<file path="config.mk">
export PLATFORM = sky130hd
export DESIGN_NAME = text_display_glyph_buffer
export DESIGN_NICKNAME = d
export VERILOG_FILES = /design/src/rtl/text_display_pkg.sv /design/src/rtl/text_display_char_ring.sv /design/src/rtl/text_display_glyph_buffer.sv
export SDC_FILE = /design/constraint.sdc
export NUM_CORES = 1
export LEC_CHECK = 0
export BUFFER_PORTS_ARGS = -buffer_cell sky130_fd_sc_hd__buf_2
export CAP_MARGIN = 20
export CORE_MARGIN = 2
export CORE_UTILIZATION = 30
export DETAILED_ROUTE_END_ITERATION = 7
export MAX_ROUTING_LAYER = met4
export PLACE_DENSITY_LB_ADDON = 0.25
export SYNTH_ARGS = -nofsm -noshare
export SYNTH_HDL_FRONTEND = slang
export SYNTH_SLANG_ARGS = --single-unit
</file>
<file path="constraint.sdc">
create_clock -name clk -period 5.62 [get_ports clk]
set_clock_uncertainty 0.05 [all_clocks]
set_input_delay 0.562 -clock clk [delete_from_list [all_inputs] [get_ports clk]]
set_output_delay 0.562 -clock clk [all_outputs]
set_load 0.02 [all_outputs]
</file>
<file path="src/rtl/text_display_pkg.sv">
// -----------------------------------------------------------------------------
// text_display_pkg
// Shared definitions for the text display path (glyph buffer, font ROM,
// renderer).
//   - default character-code width, glyph-row width and rows per glyph
//   - row sequencer state encoding
//   - rom_addr_pack(): builds the font ROM address {char, row}
// -----------------------------------------------------------------------------
package text_display_pkg;

  localparam int unsigned CHAR_W_DEF     = 7;
  localparam int unsigned ROW_W_DEF      = 3;
  localparam int unsigned GLYPH_ROWS_DEF = 8;

  // Row sequencer state. The glyph buffer derives it from occupancy.
  typedef enum logic [0:0] {
    SEQ_IDLE = 1'b0,
    SEQ_EMIT = 1'b1
  } seq_state_e;

  // Font ROM address = character code shifted above the row index.
  // Inputs are carried wide so one helper serves every width; callers
  // size-cast the result down to CHAR_W+ROW_W.
  function automatic logic [31:0] rom_addr_pack(
    input logic [15:0] char_code,
    input logic [15:0] row_idx,
    input int unsigned row_w
  );
    logic [31:0] addr_v;
    addr_v = (32'(char_code) << row_w) | 32'(row_idx);
    return addr_v;
  endfunction

endpackage : text_display_pkg

</file>
<file path="src/rtl/text_display_char_ring.sv">
// -----------------------------------------------------------------------------
// text_display_char_ring
// DEPTH x CHAR_W circular character store with read/write pointers and an
// occupancy count. The storage array itself is not reset; only the pointers
// and count are.
// Ports:
//   clk      in   clock
//   rst      in   synchronous active-high reset (priority over flush)
//   flush    in   synchronous clear; a push/pop in the same cycle is dropped
//   push     in   write wr_data at the write pointer (ignored when full)
//   pop      in   retire the head entry (ignored when empty)
//   wr_data  in   CHAR_W  character code to store
//   rd_data  out  CHAR_W  head character (entry at the read pointer)
//   count    out  CNT_W   entries held, 0..DEPTH
//   full     out  count == DEPTH
//   empty    out  count == 0
// -----------------------------------------------------------------------------
module text_display_char_ring
  import text_display_pkg::*;
#(
  parameter int unsigned CHAR_W = CHAR_W_DEF,
  parameter int unsigned DEPTH  = 4,
  localparam int unsigned CNT_W = $clog2(DEPTH) + 1
) (
  input  logic              clk,
  input  logic              rst,
  input  logic              flush,
  input  logic              push,
  input  logic              pop,
  input  logic [CHAR_W-1:0] wr_data,
  output logic [CHAR_W-1:0] rd_data,
  output logic [CNT_W-1:0]  count,
  output logic              full,
  output logic              empty
);

  localparam int unsigned PTR_W = $clog2(DEPTH);

  logic [CHAR_W-1:0] mem_r [DEPTH];
  logic [PTR_W-1:0]  wr_ptr_r;
  logic [PTR_W-1:0]  rd_ptr_r;
  logic [CNT_W-1:0]  count_r;
  logic              full_s;
  logic              empty_s;
  logic              push_ok_s;
  logic              pop_ok_s;

  assign full_s  = (count_r == CNT_W'(DEPTH));
  assign empty_s = (count_r == {CNT_W{1'b0}});

  // Qualify requests: never overfill, never underflow, drop during clear.
  always_comb begin
    push_ok_s = 1'b0;
    pop_ok_s  = 1'b0;
    if (rst || flush) begin
      push_ok_s = 1'b0;
      pop_ok_s  = 1'b0;
    end else begin
      push_ok_s = push & ~full_s;
      pop_ok_s  = pop & ~empty_s;
    end
  end

  // Character storage; no reset so it maps onto plain RAM.
  always_ff @(posedge clk) begin
    if (push_ok_s) begin
      mem_r[wr_ptr_r] <= wr_data;
    end
  end

  // Pointer and occupancy state. DEPTH is a power of two, so the pointers
  // wrap by natural overflow.
  always_ff @(posedge clk) begin
    if (rst || flush) begin
      wr_ptr_r <= {PTR_W{1'b0}};
      rd_ptr_r <= {PTR_W{1'b0}};
      count_r  <= {CNT_W{1'b0}};
    end else begin
      if (push_ok_s) begin
        wr_ptr_r <= wr_ptr_r + PTR_W'(1);
      end
      if (pop_ok_s) begin
        rd_ptr_r <= rd_ptr_r + PTR_W'(1);
      end
      case ({push_ok_s, pop_ok_s})
        2'b10:   count_r <= count_r + CNT_W'(1);
        2'b01:   count_r <= count_r - CNT_W'(1);
        default: count_r <= count_r;
      endcase
    end
  end

  assign rd_data = mem_r[rd_ptr_r];
  assign count   = count_r;
  assign full    = full_s;
  assign empty   = empty_s;

endmodule : text_display_char_ring

</file>
<file path="src/rtl/text_display_glyph_buffer.sv">
// -----------------------------------------------------------------------------
// text_display_glyph_buffer
// Character buffer between the text FIFO and the font ROM. Holds up to DEPTH
// character codes and replays the head code for GLYPH_ROWS consecutive ROM
// reads, presenting rom_addr = {char, row}. The head is retired after its
// last row is consumed.
// Ports:
//   clk        in   clock
//   rst        in   synchronous active-high reset (priority over flush)
//   flush      in   synchronous clear of buffer and row counter
//   in_valid   in   upstream character valid
//   in_ready   out  buffer can accept a character (count != DEPTH)
//   in_char    in   CHAR_W        character code from the FIFO
//   out_valid  out  rom_addr valid (count != 0)
//   out_ready  in   ROM side consumes rom_addr this cycle
//   rom_addr   out  CHAR_W+ROW_W  {head char, row}; 0 when out_valid=0
//   out_last   out  current row is the glyph's last row (and out_valid)
//   count      out  CNT_W         characters held, 0..DEPTH
// All outputs depend only on registered state; nothing passes through
// combinationally from in_* to in_ready or the output side.
// -----------------------------------------------------------------------------
module text_display_glyph_buffer
  import text_display_pkg::*;
#(
  parameter int unsigned CHAR_W     = CHAR_W_DEF,
  parameter int unsigned ROW_W      = ROW_W_DEF,
  parameter int unsigned GLYPH_ROWS = GLYPH_ROWS_DEF,
  parameter int unsigned DEPTH      = 4,
  localparam int unsigned CNT_W     = $clog2(DEPTH) + 1
) (
  input  logic                    clk,
  input  logic                    rst,
  input  logic                    flush,
  input  logic                    in_valid,
  output logic                    in_ready,
  input  logic [CHAR_W-1:0]       in_char,
  output logic                    out_valid,
  input  logic                    out_ready,
  output logic [CHAR_W+ROW_W-1:0] rom_addr,
  output logic                    out_last,
  output logic [CNT_W-1:0]        count
);

  localparam int unsigned ADDR_W = CHAR_W + ROW_W;
  localparam logic [ROW_W-1:0] LAST_ROW = ROW_W'(GLYPH_ROWS - 1);

  logic [ROW_W-1:0]  row_r;
  logic [ROW_W-1:0]  row_next_s;
  logic [CHAR_W-1:0] head_char_s;
  logic [CNT_W-1:0]  ring_count_s;
  logic              ring_full_s;
  logic              ring_empty_s;
  logic              push_s;
  logic              pop_s;
  logic              beat_s;
  logic              last_row_s;
  seq_state_e        seq_state_s;

  // Handshakes. in_ready comes from the registered full flag only, so a pop
  // while full does not admit a push in the same cycle.
  assign push_s     = in_valid & ~ring_full_s;
  assign last_row_s = (row_r == LAST_ROW);
  assign beat_s     = (seq_state_s == SEQ_EMIT) & out_ready;
  assign pop_s      = beat_s & last_row_s;

  text_display_char_ring #(
    .CHAR_W (CHAR_W),
    .DEPTH  (DEPTH)
  ) u_ring (
    .clk     (clk),
    .rst     (rst),
    .flush   (flush),
    .push    (push_s),
    .pop     (pop_s),
    .wr_data (in_char),
    .rd_data (head_char_s),
    .count   (ring_count_s),
    .full    (ring_full_s),
    .empty   (ring_empty_s)
  );

  // Sequencer state decode: EMIT whenever a character is held.
  always_comb begin
    seq_state_s = SEQ_IDLE;
    if (ring_empty_s) begin
      seq_state_s = SEQ_IDLE;
    end else begin
      seq_state_s = SEQ_EMIT;
    end
  end

  // Next row: advance on each consumed beat, back to 0 after the last row.
  always_comb begin
    row_next_s = row_r;
    if (beat_s) begin
      if (last_row_s) begin
        row_next_s = {ROW_W{1'b0}};
      end else begin
        row_next_s = row_r + ROW_W'(1);
      end
    end else begin
      row_next_s = row_r;
    end
  end

  // Row counter register; flush behaves like reset for the sequencer.
  always_ff @(posedge clk) begin
    if (rst) begin
      row_r <= {ROW_W{1'b0}};
    end else if (flush) begin
      row_r <= {ROW_W{1'b0}};
    end else begin
      row_r <= row_next_s;
    end
  end

  // Output decode from sequencer state; rom_addr is masked to 0 when idle.
  always_comb begin
    out_valid = 1'b0;
    out_last  = 1'b0;
    rom_addr  = {ADDR_W{1'b0}};
    case (seq_state_s)
      SEQ_EMIT: begin
        out_valid = 1'b1;
        out_last  = last_row_s;
        rom_addr  = ADDR_W'(rom_addr_pack(16'(head_char_s), 16'(row_r), ROW_W));
      end
      SEQ_IDLE: begin
        out_valid = 1'b0;
        out_last  = 1'b0;
        rom_addr  = {ADDR_W{1'b0}};
      end
      default: begin
        out_valid = 1'b0;
        out_last  = 1'b0;
        rom_addr  = {ADDR_W{1'b0}};
      end
    endcase
  end

  assign in_ready = ~ring_full_s;
  assign count    = ring_count_s;

endmodule : text_display_glyph_buffer

</file>
==> run_summary.xml, run 1 <==
<?xml version="1.0" encoding="UTF-8"?>
<metrics>
  <group name="status">
    <metric name="run_status" unit="">finished, final reports clean</metric>
  </group>
  <group name="final_layout">
    <metric name="sequential_cell_area" unit="um2">1080</metric>
    <metric name="final_nets" unit="">172</metric>
    <metric name="fillCellCount" unit="">544</metric>
    <metric name="post_route_cells_drive_above_1_share" unit="">0.281</metric>
    <metric name="multi_input_comb_area" unit="um2">577</metric>
    <metric name="number_of_diodes" unit="">0</metric>
    <metric name="area.growth.synth_to_final" unit="%">17.4</metric>
  </group>
  <group name="worst_setup_path">
    <metric name="critical_path.startpoint_type" unit="">flip-flop</metric>
    <metric name="critical_path.slowest_cell" unit="">dfxtp_1</metric>
    <metric name="cp_data_arrival_time" unit="ns">2.59</metric>
    <metric name="timing.critical_path.fanout_max" unit="">5</metric>
    <metric name="critPathBufInv" unit="">1</metric>
    <metric name="delay_contributed_by_the_slowest_stage_of_the_critical_path" unit="ns">0.37</metric>
    <metric name="critPathCaptureType" unit="">flip-flop</metric>
    <metric name="critical_path_class" unit="">reg -&gt; reg</metric>
    <metric name="cpMostUsedCell" unit="">ha_1</metric>
    <metric name="critical-path-top-delay-family" unit="">adder cells</metric>
    <metric name="cp.required" unit="ns">5.78</metric>
    <metric name="crit_path_cell_trace" unit="">ha_1 -&gt; ha_1 -&gt; o311ai_1 -&gt; nor2_1 -&gt; ha_1 -&gt; inv_1 -&gt; fa_1 -&gt; xor2_1 -&gt; or3_1 -&gt; a21oi_1</metric>
  </group>
  <group name="routing">
    <metric name="route.vias.total" unit="">1003</metric>
    <metric name="dr.pass1.iters" unit="">4</metric>
    <metric name="wl_per_cell" unit="um">13.8</metric>
    <metric name="vias_cell" unit="">4.46</metric>
    <metric name="drc" unit="">0</metric>
    <metric name="postRouteAntennaNets" unit="">0</metric>
    <metric name="wirelength" unit="um">3120</metric>
    <metric name="drt_iter0_markers" unit="">52</metric>
  </group>
  <group name="timing">
    <metric name="finalCritPeriodShare" unit="">0.432</metric>
    <metric name="worstMarginPinSlew" unit="ns">0.483</metric>
    <metric name="relSlewSlack" unit="">0.677</metric>
    <metric name="setup_total_negative_slack" unit="ns">0</metric>
    <metric name="setup_repair_after_global_routing_missed_its_margin" unit="">false</metric>
    <metric name="finalMaxSlewViolations" unit="">0</metric>
    <metric name="timing.final.setup_violations" unit="">0</metric>
    <metric name="hold_ws" unit="ns">0.427</metric>
    <metric name="min_period" unit="ns">2.43</metric>
    <metric name="final_hold_viol_count" unit="">0</metric>
    <metric name="max_freq" unit="MHz">412</metric>
  </group>
  <group name="power_and_ir_drop">
    <metric name="power.density_cell_area" unit="nW/um2">259</metric>
    <metric name="peak_ir_drop_on_the_vdd_network" unit="uV">93.1</metric>
    <metric name="sequentialPowerShare" unit="">0.614</metric>
    <metric name="net_switching_component_of_the_power" unit="uW">107</metric>
    <metric name="clock_network_power_share" unit="">0.348</metric>
    <metric name="intPower" unit="uW">412</metric>
    <metric name="sw_frac_of_total" unit="">0.206</metric>
    <metric name="power.leakage" unit="nW">0.730</metric>
    <metric name="comb_power_frac" unit="">0.039</metric>
  </group>
  <group name="synth">
    <metric name="total_of_flip_flops_plus_latches_after_synthesis" unit="">40</metric>
    <metric name="async_flop_share" unit="">0</metric>
    <metric name="synth_top_family_by_area" unit="">simple AND/OR/NAND/NOR gates</metric>
    <metric name="ys.flop_type" unit="">edfxtp_1</metric>
    <metric name="synth_edf_count" unit="">28</metric>
    <metric name="post_synth_inst_count" unit="">121</metric>
    <metric name="synthesized_area_fraction_occupied_by_ao_oa_aoi_and_oai_cells" unit="">0.0462</metric>
    <metric name="netlist-cell-type-count" unit="">27</metric>
    <metric name="synth.top_cells.by_count" unit="">edfxtp_1 (28), dfxtp_1 (12), nor2b_1 (11)</metric>
    <metric name="post-synth-top-count-cell" unit="">edfxtp_1</metric>
    <metric name="post_synth_main_area_contributors" unit="">edfxtp_1 (49%), dfxtp_1 (14%), mux4_2 (9.2%), ha_1 (5.1%), nor2b_1 (4.0%)</metric>
    <metric name="syn_area" unit="um2">1710</metric>
    <metric name="multiplexer_fraction_of_the_synthesized_cell_area" unit="">0.0924</metric>
    <metric name="syn_nets" unit="">141</metric>
    <metric name="avgSynthCellArea" unit="um2">14.1</metric>
    <metric name="post_synth_xor_area_fraction" unit="">0.0154</metric>
    <metric name="synth_simple_gate_area_share" unit="">0.121</metric>
    <metric name="post-synth-top-area-cell" unit="">edfxtp_1</metric>
    <metric name="synthesized_area_fraction_occupied_by_adder_cells" unit="">0.0631</metric>
    <metric name="synthDominantCellAreaShare" unit="">0.493</metric>
    <metric name="synth_seq_area_share" unit="">0.634</metric>
    <metric name="ys_warn_count" unit="">0</metric>
  </group>
  <group name="grt">
    <metric name="antenna_violations_before_repair" unit="">0</metric>
    <metric name="grt_pass1_vias" unit="">1027</metric>
    <metric name="global_route.usage.total" unit="">0.112</metric>
    <metric name="grt-ovfl-total" unit="">0</metric>
    <metric name="grt_pass1_wl" unit="um">5060</metric>
    <metric name="grt_max_degree" unit="">15</metric>
  </group>
  <group name="placed_design">
    <metric name="place.detailed.hpwl" unit="um">2150</metric>
    <metric name="io_buffer_count" unit="">27</metric>
    <metric name="gpl_congestion" unit="">0.718</metric>
  </group>
  <group name="clock_network">
    <metric name="clock_slew_seen_by_the_registers_of_the_worst_setup_and_hold_paths" unit="ns">0.07</metric>
    <metric name="cts_buffers" unit="">5</metric>
    <metric name="cts_root_buffer" unit="">clkbuf_8</metric>
    <metric name="cts.htree.levels" unit="">2</metric>
    <metric name="postCtsSetupBuffers" unit="">0</metric>
    <metric name="cts_num_sinks" unit="">40</metric>
    <metric name="cts_hold_repair.buffers" unit="">0</metric>
    <metric name="cts_max_path_buffers" unit="">2</metric>
    <metric name="post_cts_resize_count" unit="">0</metric>
    <metric name="clk-insertion-delay-late" unit="ns">0.28</metric>
    <metric name="tritoncts" unit="">yes</metric>
  </group>
  <group name="die">
    <metric name="std_cell_rows" unit="">27</metric>
    <metric name="ioPinCount" unit="">28</metric>
    <metric name="die_height" unit="um">79.4</metric>
    <metric name="initial_utilization" unit="">0.310</metric>
    <metric name="core" unit="um2">5510</metric>
    <metric name="die_w" unit="um">79.4</metric>
    <metric name="fp.dieArea" unit="um2">6300</metric>
  </group>
  <group name="worst_hold_path">
    <metric name="hold_class" unit="">reg -&gt; reg</metric>
  </group>
  <group name="run">
    <metric name="maxCapViolations" unit="">0</metric>
  </group>
</metrics>
[flip-flops by register name (all words and copies together) (netlist names), named ones only]
signal / count
row_r: 3
u_ring.count: 3
u_ring.rd_ptr_r: 2
u_ring.mem_r: 28
u_ring.wr_ptr_r: 2
[cell type report]
cell class / instances / share of cell area
Tap cell: 72 / 0.0450
Timing Repair Buffer: 28 / 0.0713
Multi-Input combinational cell: 69 / 0.288
Sequential cell: 40 / 0.540
Inverter: 8 / 0.0150
Clock buffer: 7 / 0.0381
Clock inverter: 1 / 0.00250
[layout by cell type (no fill, tap or decap), types with 2 or more instances in the layout]
cell,count
nand3_1,3
nand2_1,4
clkbuf_1,2
a21oi_1,6
clkbuf_8,5
and3_1,4
xor2_1,3
nor2b_1,11
edfxtp_1,28
dfxtp_1,12
nor2_1,8
buf_2,27
mux4_2,7
or3_1,3
ha_1,7
o21ai_0,3
inv_1,8
[tightest hold or removal path, cell delays in order (launching register included)]
cell,delay [ns]
dfxtp_1,0.33
nand2_1,0.06
a21oi_1,0.05
[metal layers]
metal | vias to the layer above | share of wire | global-route usage
met1 | 485 | 0.42 | 0.124
met2 | 15 | 0.54 | 0.188
met5 | - | 0 | -
met4 | 0 | 0.0080 | 0.0448
met3 | 2 | 0.033 | 0.0351
li1 | 501 | - | -
[metrics by stage]
step | std cells | power, mW | cell area, um2 | setup slack, ns | util
3_3_place_gp | 217 | 0.344 | 1920 | 3.13 | 0.349
3_5_place_dp | 217 | 0.346 | 1920 | 3.05 | 0.349
2_1_floorplan | 121 | 0.335 | 1710 | 3.18 | -
4_1_cts | 225 | 0.524 | 2000 | 3.16 | 0.364
6_report | 225 | 0.519 | 2000 | 3.19 | 0.364
5_1_grt | 225 | 0.543 | 2000 | 2.96 | 0.364
[path summary, 6_finish.rpt]
check                           slack, ns  cells after the start      from              end
worst max-delay path                 3.19                     10  row_r[0]  u_ring.count[2]
worst min register to register       0.43                      2  row_r[1]         row_r[1]
worst min-delay path                 0.43                      2  row_r[1]         row_r[1]
worst max register to register       3.19                     10  row_r[0]  u_ring.count[2]
[power groups by stage]
stage,logic [mW],clock network (mW),registers [mW]
floorplan,0.0101,0,0.325
global placement,0.0194,0,0.325
detailed placement,0.0204,0,0.325
CTS,0.0204,0.185,0.319
global route,0.0229,0.201,0.319
finish,0.0201,0.181,0.319
[kinds of logic (layout without fill, tap and decap cells)]
group	count (synthesis)	count (layout)
DFF	40	40
and+or+nand+nor	38	38
buffers and inverters	12	44
AOI/OAI and AO/OA	13	13
xor gates and xnor gates	3	3
muxes	7	7
adders and majority gates	8	8
Note: power is estimated with default switching activity, not from simulation.
==> run 2: changes to the inputs <==
clock period = 2.3 ns   (was 5.62 ns; I/O delays follow)
==> run 2 against run 1 <==
  * Die area stayed put
  * Design area is 6.4% higher
  * Hold slack worse by 0.32 ns
  * Via count is 5.8% higher
  * Clock power is 150% higher
  * Wire length is 8.0% higher
  * Power is 150% higher
  * Sequential power is 140% higher
  * Largest power group unchanged
==> run_summary.xml, run 2 (synthesized netlist as in run 1, its figures left out) <==
<?xml version="1.0" encoding="UTF-8"?>
<metrics>
  <group name="routing">
    <metric name="dr.pass1.iters" unit="">4</metric>
    <metric name="wirelength" unit="um">3370</metric>
    <metric name="drc" unit="">0</metric>
    <metric name="vias_cell" unit="">4.55</metric>
    <metric name="route.vias.total" unit="">1061</metric>
    <metric name="postRouteAntennaNets" unit="">0</metric>
    <metric name="drt_iter0_markers" unit="">61</metric>
    <metric name="wl_per_cell" unit="um">14.4</metric>
  </group>
  <group name="timing">
    <metric name="min_period" unit="ns">2.22</metric>
    <metric name="max_freq" unit="MHz">450</metric>
    <metric name="timing.final.setup_violations" unit="">0</metric>
    <metric name="setup_total_negative_slack" unit="ns">0</metric>
    <metric name="finalCritPeriodShare" unit="">0.967</metric>
    <metric name="finalMaxSlewViolations" unit="">0</metric>
    <metric name="final_hold_viol_count" unit="">0</metric>
    <metric name="worstMarginPinSlew" unit="ns">0.511</metric>
    <metric name="relSlewSlack" unit="">0.659</metric>
  </group>
  <group name="worst_setup_path">
    <metric name="critical_path.startpoint_type" unit="">flip-flop</metric>
    <metric name="critPathCaptureType" unit="">flip-flop</metric>
    <metric name="critical_path_class" unit="">reg -&gt; reg</metric>
    <metric name="cp.required" unit="ns">2.48</metric>
    <metric name="crit_path_cell_trace" unit="">ha_4 -&gt; ha_4 -&gt; o311ai_4 -&gt; nor2_1 -&gt; ha_2 -&gt; inv_1 -&gt; fa_2 -&gt; xor2_1 -&gt; or3_4 -&gt; a21oi_2</metric>
    <metric name="critPathBufInv" unit="">1</metric>
    <metric name="cpMostUsedCell" unit="">ha_4</metric>
    <metric name="depth_of_the_worst_register_to_register_path" unit="">10</metric>
    <metric name="cp_data_arrival_time" unit="ns">2.40</metric>
    <metric name="delay_contributed_by_the_slowest_stage_of_the_critical_path" unit="ns">0.37</metric>
    <metric name="critical_path.slowest_cell" unit="">or3_4</metric>
    <metric name="timing.critical_path.fanout_max" unit="">2</metric>
    <metric name="stages_on_the_worst_setup_path" unit="">10</metric>
    <metric name="critical-path-top-delay-family" unit="">adder cells</metric>
  </group>
  <group name="die">
    <metric name="std_cell_rows" unit="">27</metric>
    <metric name="die_height" unit="um">79.4</metric>
    <metric name="core" unit="um2">5510</metric>
    <metric name="ioPinCount" unit="">28</metric>
    <metric name="die_w" unit="um">79.4</metric>
    <metric name="initial_utilization" unit="">0.310</metric>
    <metric name="fp.dieArea" unit="um2">6300</metric>
  </group>
  <group name="worst_hold_path">
    <metric name="hold_class" unit="">in -&gt; reg</metric>
    <metric name="timing.hold.worst_path_depth" unit="">1</metric>
  </group>
  <group name="grt">
    <metric name="grt-ovfl-total" unit="">0</metric>
    <metric name="grt_max_degree" unit="">15</metric>
    <metric name="grt_pass1_vias" unit="">1095</metric>
    <metric name="global_route.usage.total" unit="">0.115</metric>
    <metric name="antenna_violations_before_repair" unit="">0</metric>
    <metric name="grt_pass1_wl" unit="um">5280</metric>
  </group>
  <group name="placed_design">
    <metric name="gpl_congestion" unit="">0.751</metric>
    <metric name="place.detailed.hpwl" unit="um">2280</metric>
    <metric name="io_buffer_count" unit="">27</metric>
    <metric name="placement.cell_area" unit="um2">1960</metric>
  </group>
  <group name="final_layout">
    <metric name="number_of_diodes" unit="">0</metric>
    <metric name="mostFrequentLayoutCells" unit="">edfxtp_1 (28), buf_2 (27), nor2b_1 (11)</metric>
    <metric name="finalInstanceArea" unit="um2">2130</metric>
    <metric name="max_ffs_per_register" unit="">28</metric>
    <metric name="fillCellCount" unit="">536</metric>
    <metric name="area.growth.synth_to_final" unit="%">24.9</metric>
    <metric name="layout.cells.most_common" unit="">edfxtp_1</metric>
    <metric name="post_route_cells_drive_above_1_share" unit="">0.398</metric>
    <metric name="regMostFlops" unit="">u_ring.mem_r</metric>
    <metric name="final_nets" unit="">180</metric>
  </group>
  <group name="clock_network">
    <metric name="cts_num_sinks" unit="">40</metric>
    <metric name="cts.htree.levels" unit="">2</metric>
    <metric name="clock_slew_seen_by_the_registers_of_the_worst_setup_and_hold_paths" unit="ns">0.08</metric>
    <metric name="cts_root_buffer" unit="">clkbuf_8</metric>
    <metric name="clk-insertion-delay-late" unit="ns">0.29</metric>
    <metric name="tritoncts" unit="">yes</metric>
    <metric name="cts_buffers" unit="">5</metric>
    <metric name="cts_max_path_buffers" unit="">2</metric>
    <metric name="cts_hold_repair.buffers" unit="">0</metric>
  </group>
  <group name="run">
    <metric name="maxCapViolations" unit="">0</metric>
  </group>
  <group name="power_and_ir_drop">
    <metric name="power.density_cell_area" unit="nW/um2">603</metric>
    <metric name="power.leakage" unit="nW">0.774</metric>
    <metric name="peak_ir_drop_on_the_vdd_network" unit="uV">256</metric>
  </group>
  <group name="status">
    <metric name="run_status" unit="">finished, final reports clean</metric>
  </group>
</metrics>
## run 2: changes by cell type in the layout (fill, tap and decap cells not counted), moves of 2 or more
cell / delta
buf_4: +8
dfxtp_1: -4
dfxtp_2: +4
ha_4: +2
clkbuf_1: -2
ha_1: -3
## run 2: worst paths after layout
path | start | slack (ns) | to
hold / removal | in_char[3] | 0.11 | u_ring.mem_r[2][3]
setup / recovery | row_r[0] | 0.08 | u_ring.count[2]
hold reg to reg | u_ring.rd_ptr_r[1] | 0.47 | u_ring.rd_ptr_r[1]
setup reg to reg | row_r[0] | 0.08 | u_ring.count[2]
## run 2: repair_timing
item | CTS | global route
endpoints found under the setup margin | 1 | 1
gates resized for setup | 6 | 9
setup buffers | 0 | 3
pin swaps | 2 | 5
## run 2: power breakdown
part | internal [mW] | switching (mW) | total (mW) | leakage, nW
clock | 0.206 | 0.245 | 0.451 | 0.0453
sequential | 0.775 | 0.00339 | 0.779 | 0.352
combinational | 0.0226 | 0.0323 | 0.0549 | 0.377
total | 1.00 | 0.281 | 1.28 | 0.774
## run 2: worst register-to-register path: stages (launching register included)
cell,delay [ns]
dfxtp_2,0.36
ha_4,0.14
ha_4,0.14
o311ai_4,0.09
nor2_1,0.13
ha_2,0.20
inv_1,0.05
fa_2,0.33
xor2_1,0.16
or3_4,0.37
a21oi_2,0.15
## run 2: stage by stage
| step | setup slack [ns] | hold WS (ns) | util | cells | power [mW] |
|---|---|---|---|---|---|
| floorplan | 0.0312 | 0.279 | - | 121 | 0.820 |
| global placement | 0.0939 | 0.392 | 0.356 | 222 | 0.847 |
| detailed placement | -0.00119 | 0.405 | 0.356 | 222 | 0.849 |
| CTS | 0.0158 | 0.0999 | 0.374 | 230 | 1.29 |
| global route | -0.00764 | 0.100 | 0.387 | 233 | 1.34 |
| finish | 0.0766 | 0.106 | 0.387 | 233 | 1.28 |
## run 2: layout make-up
class | count | area [um2] | area share
inverter | 8 | 30.0 | 0.0141
timing repair buffer | 36 | 203 | 0.0952
clock inverter | 3 | 13.8 | 0.00646
tap | 72 | 90.1 | 0.0423
clock buffer | 5 | 68.8 | 0.0323
multi-input combinational | 69 | 638 | 0.300
sequential | 40 | 1090 | 0.510
## run 2: routing by layer
metal	wire length (um)	share of wire	track usage
met1	1460	0.43	0.126
met3	123	0.037	0.0351
met2	1720	0.51	0.195
met4	62	0.018	0.0517
met5	0	0	-
==> run 3: changes to the inputs <==
CORE_MARGIN = not set   (was 2)
SYNTH_HIERARCHICAL = 1   (was not set)
==> run 3 against run 2 <==
  * The run now ends with negative setup slack left
  * Highest routed layer unchanged
  * Final cell count rose by 3.0%
  * Largest cell class unchanged
  * Largest power group unchanged
  * Synthesized area rose by 2.3%
  * Design area rose by 6.2%
==> run_summary.xml, run 3 <==
<?xml version="1.0" encoding="UTF-8"?>
<metrics>
  <group name="status">
    <metric name="run_status" unit="">complete, but fails checks</metric>
    <metric name="failed_checks" unit="">negative setup slack</metric>
  </group>
  <group name="clock_network">
    <metric name="tritoncts" unit="">yes</metric>
    <metric name="cts_hold_repair.buffers" unit="">0</metric>
    <metric name="cts_root_buffer" unit="">clkbuf_8</metric>
    <metric name="cts_num_sinks" unit="">40</metric>
    <metric name="cts.htree.levels" unit="">2</metric>
    <metric name="clock_slew_seen_by_the_registers_of_the_worst_setup_and_hold_paths" unit="ns">0.08</metric>
    <metric name="cts_max_path_buffers" unit="">2</metric>
    <metric name="cts_buffers" unit="">5</metric>
    <metric name="clk-insertion-delay-late" unit="ns">0.29</metric>
  </group>
  <group name="worst_setup_path">
    <metric name="depth_of_the_worst_register_to_register_path" unit="">12</metric>
    <metric name="critical_path.slowest_cell" unit="">dfxtp_4</metric>
    <metric name="cp_data_arrival_time" unit="ns">2.53</metric>
    <metric name="crit_path_cell_trace" unit="">ha_4 -&gt; ha_4 -&gt; nor2b_4 -&gt; and2_4 -&gt; o31ai_4 -&gt; nor2_2 -&gt; ha_2 -&gt; inv_2 -&gt; fa_2 -&gt; xor2_1 -&gt; or3_4 -&gt; a21oi_2</metric>
    <metric name="critPathCaptureType" unit="">flip-flop</metric>
    <metric name="rrSetupSlack" unit="ns">-0.06</metric>
    <metric name="critPathBufInv" unit="">1</metric>
    <metric name="critical-path-top-delay-family" unit="">adder cells</metric>
    <metric name="delay_contributed_by_the_slowest_stage_of_the_critical_path" unit="ns">0.36</metric>
    <metric name="critical_path_class" unit="">reg -&gt; reg</metric>
    <metric name="cpMostUsedCell" unit="">ha_4</metric>
    <metric name="worst_r2r_startpoint" unit="">row_r[0]</metric>
    <metric name="timing.critical_path.fanout_max" unit="">2</metric>
    <metric name="r2r-end" unit="">u_ring/count[2]</metric>
    <metric name="cp.required" unit="ns">2.47</metric>
    <metric name="critical_path.startpoint_type" unit="">flip-flop</metric>
  </group>
  <group name="routing">
    <metric name="wl_per_cell" unit="um">13.4</metric>
    <metric name="drt_iter0_markers" unit="">35</metric>
    <metric name="dr.pass1.iters" unit="">3</metric>
    <metric name="drc" unit="">0</metric>
    <metric name="vias_cell" unit="">4.36</metric>
    <metric name="postRouteAntennaNets" unit="">0</metric>
    <metric name="wirelength" unit="um">3200</metric>
    <metric name="route.vias.total" unit="">1046</metric>
  </group>
  <group name="synth">
    <metric name="netlist-cell-type-count" unit="">30</metric>
    <metric name="post_synth_main_area_contributors" unit="">edfxtp_1 (48%), dfxtp_1 (14%), mux4_2 (9.0%), ha_1 (5.0%), nor2b_1 (4.7%)</metric>
    <metric name="synth.top_cells.by_count" unit="">edfxtp_1 (28), nor2b_1 (13), dfxtp_1 (12)</metric>
    <metric name="post_synth_inst_count" unit="">121</metric>
    <metric name="synthDominantCellAreaShare" unit="">0.482</metric>
    <metric name="syn_nets" unit="">141</metric>
    <metric name="syn_area" unit="um2">1750</metric>
    <metric name="ys.flop_type" unit="">edfxtp_1</metric>
    <metric name="total_of_flip_flops_plus_latches_after_synthesis" unit="">40</metric>
    <metric name="synth_edf_count" unit="">28</metric>
    <metric name="synth_seq_area_share" unit="">0.619</metric>
    <metric name="avgSynthCellArea" unit="um2">14.4</metric>
    <metric name="ys_warn_count" unit="">6</metric>
    <metric name="post-synth-top-count-cell" unit="">edfxtp_1</metric>
    <metric name="post-synth-top-area-cell" unit="">edfxtp_1</metric>
    <metric name="async_flop_share" unit="">0</metric>
  </group>
  <group name="final_layout">
    <metric name="post_route_cells_drive_above_1_share" unit="">0.482</metric>
    <metric name="final_nets" unit="">187</metric>
    <metric name="multi_input_comb_area" unit="um2">686</metric>
    <metric name="fillCellCount" unit="">531</metric>
    <metric name="max_ffs_per_register" unit="">28</metric>
    <metric name="sequential_cell_area" unit="um2">1090</metric>
    <metric name="regMostFlops" unit="">u_ring/mem_r</metric>
    <metric name="layout.cells.most_common" unit="">edfxtp_1</metric>
    <metric name="number_of_diodes" unit="">0</metric>
    <metric name="mostFrequentLayoutCells" unit="">edfxtp_1 (28), buf_2 (27), buf_4 (16)</metric>
    <metric name="area.growth.synth_to_final" unit="%">29.5</metric>
  </group>
  <group name="timing">
    <metric name="min_period" unit="ns">2.36</metric>
    <metric name="setup_total_negative_slack" unit="ns">-0.0609</metric>
    <metric name="relSlewSlack" unit="">0.673</metric>
    <metric name="worstMarginPinSlew" unit="ns">0.490</metric>
    <metric name="timing.final.setup_violations" unit="">1</metric>
    <metric name="final_critical_path_setup_slack" unit="ns">-0.0609</metric>
    <metric name="max_freq" unit="MHz">424</metric>
    <metric name="final_hold_viol_count" unit="">0</metric>
    <metric name="finalCritPeriodShare" unit="">1.03</metric>
    <metric name="finalMaxSlewViolations" unit="">0</metric>
    <metric name="setup_repair_after_global_routing_missed_its_margin" unit="">true</metric>
  </group>
  <group name="placed_design">
    <metric name="gpl_congestion" unit="">0.705</metric>
    <metric name="preCtsSetupSlack" unit="ns">-0.147</metric>
    <metric name="place.detailed.hpwl" unit="um">2350</metric>
    <metric name="io_buffer_count" unit="">27</metric>
  </group>
  <group name="die">
    <metric name="die_w" unit="um">78.3</metric>
    <metric name="die_height" unit="um">78.3</metric>
    <metric name="std_cell_rows" unit="">27</metric>
    <metric name="initial_utilization" unit="">0.315</metric>
    <metric name="fp.dieArea" unit="um2">6130</metric>
    <metric name="ioPinCount" unit="">28</metric>
    <metric name="core" unit="um2">5540</metric>
  </group>
  <group name="grt">
    <metric name="antenna_violations_before_repair" unit="">0</metric>
    <metric name="grt-ovfl-total" unit="">0</metric>
    <metric name="grt_pass1_wl" unit="um">5340</metric>
    <metric name="grt_max_degree" unit="">13</metric>
    <metric name="global_route.usage.total" unit="">0.123</metric>
    <metric name="grt_pass1_vias" unit="">1128</metric>
  </group>
  <group name="power_and_ir_drop">
    <metric name="power.density_cell_area" unit="nW/um2">614</metric>
    <metric name="power.leakage" unit="nW">0.846</metric>
    <metric name="sw_frac_of_total" unit="">0.192</metric>
    <metric name="peak_ir_drop_on_the_vdd_network" unit="uV">244</metric>
    <metric name="net_switching_component_of_the_power" unit="uW">267</metric>
    <metric name="comb_power_frac" unit="">0.042</metric>
    <metric name="sequentialPowerShare" unit="">0.559</metric>
    <metric name="intPower" unit="mW">1.12</metric>
    <metric name="clock_network_power_share" unit="">0.399</metric>
  </group>
  <group name="run">
    <metric name="maxCapViolations" unit="">0</metric>
  </group>
  <group name="worst_hold_path">
    <metric name="min_delay_worst_endpoint" unit="">u_ring/mem_r[0][4]</metric>
    <metric name="hold_class" unit="">in -&gt; reg</metric>
    <metric name="worstHoldStart" unit="">in_char[4]</metric>
    <metric name="timing.hold.worst_path_depth" unit="">1</metric>
  </group>
</metrics>
## run 3: cell types whose count changed after synthesis, moves of 2 or more
cell / change
mux2i_1: +3
nor2b_1: +2
or3_1: -3
nand2_1: -3
o21ai_0: -2
nor3_1: +3
nand3_1: -2
a21oi_1: -3
## run 3: power groups by stage
stage                     sequential (mW)  clock (mW)  combinational (mW)
after floorplan                     0.794           0              0.0281
after global placement              0.793           0              0.0565
after detailed placement            0.793           0              0.0589
after CTS                           0.776       0.568              0.0598
after global routing                0.776       0.603              0.0654
final                               0.776       0.554              0.0587
## run 3: cell type report
class / instances / area share
timing repair buffer: 43 / 0.113
clock buffer: 6 / 0.0321
sequential: 40 / 0.483
clock inverter: 2 / 0.0155
inverter: 8 / 0.0133
tap: 72 / 0.0398
multi-input combinational: 69 / 0.303
## run 3: worst register-to-register path: stages (launching register included)
cell,delay (ns)
dfxtp_4,0.36
ha_4,0.13
ha_4,0.13
nor2b_4,0.13
and2_4,0.15
o31ai_4,0.07
nor2_2,0.11
ha_2,0.19
inv_2,0.04
fa_2,0.33
xor2_1,0.16
or3_4,0.33
a21oi_2,0.12
## run 3: metrics by stage
step	power [mW]	instance area [um2]	util	hold WS, ns	cells
final	1.39	2260	0.408	0.103	240
after global routing	1.44	2260	0.408	0.0919	240
after CTS	1.40	2250	0.406	0.0931	239
after detailed placement	0.852	2120	0.383	0.399	229
after global placement	0.849	2120	0.383	0.391	229
after floorplan	0.822	1820	-	0.249	121
## run 3: logic make-up (layout without fill, tap and decap cells)
family                     count (synthesis)  count (layout)  synth area share
AOI/OAI and AO/OA                          8               8            0.0330
xor gates and xnor gates                   4               4            0.0201
and+or+nand+nor                           39              39             0.131
muxes                                     10              10             0.108
DFF                                       40              40             0.619
buffers and inverters                     12              59            0.0272
adders and majority gates                  8               8            0.0616
## run 3: timing repair
item	CTS	global route
buffers inserted	2	1
gates resized for setup	3	1
endpoints found under the setup margin	1	2
pin swaps	7	4
## run 3: per-layer routing
metal | GRT usage | vias to the layer above | routed length (um)
met5 | - | - | 0
li1 | - | 528 | -
met4 | 0.0500 | 0 | 56
met1 | 0.129 | 498 | 1290
met2 | 0.212 | 14 | 1730
met3 | 0.0407 | 6 | 124
## run 3: worst max-delay path by stage
| stage | from | end | slack, ns | cells after the start |
|---|---|---|---|---|
| after floorplan | row_r[1] | u_ring/count[2] | -0.13 | 12 |
| after global placement | row_r[0] | u_ring/count[2] | -0.04 | 12 |
| after detailed placement | row_r[0] | u_ring/count[2] | -0.15 | 12 |
| final | row_r[0] | u_ring/count[2] | -0.06 | 12 |
| after global routing | row_r[0] | u_ring/count[2] | -0.15 | 12 |
| after CTS | row_r[0] | u_ring/count[2] | -0.08 | 12 |
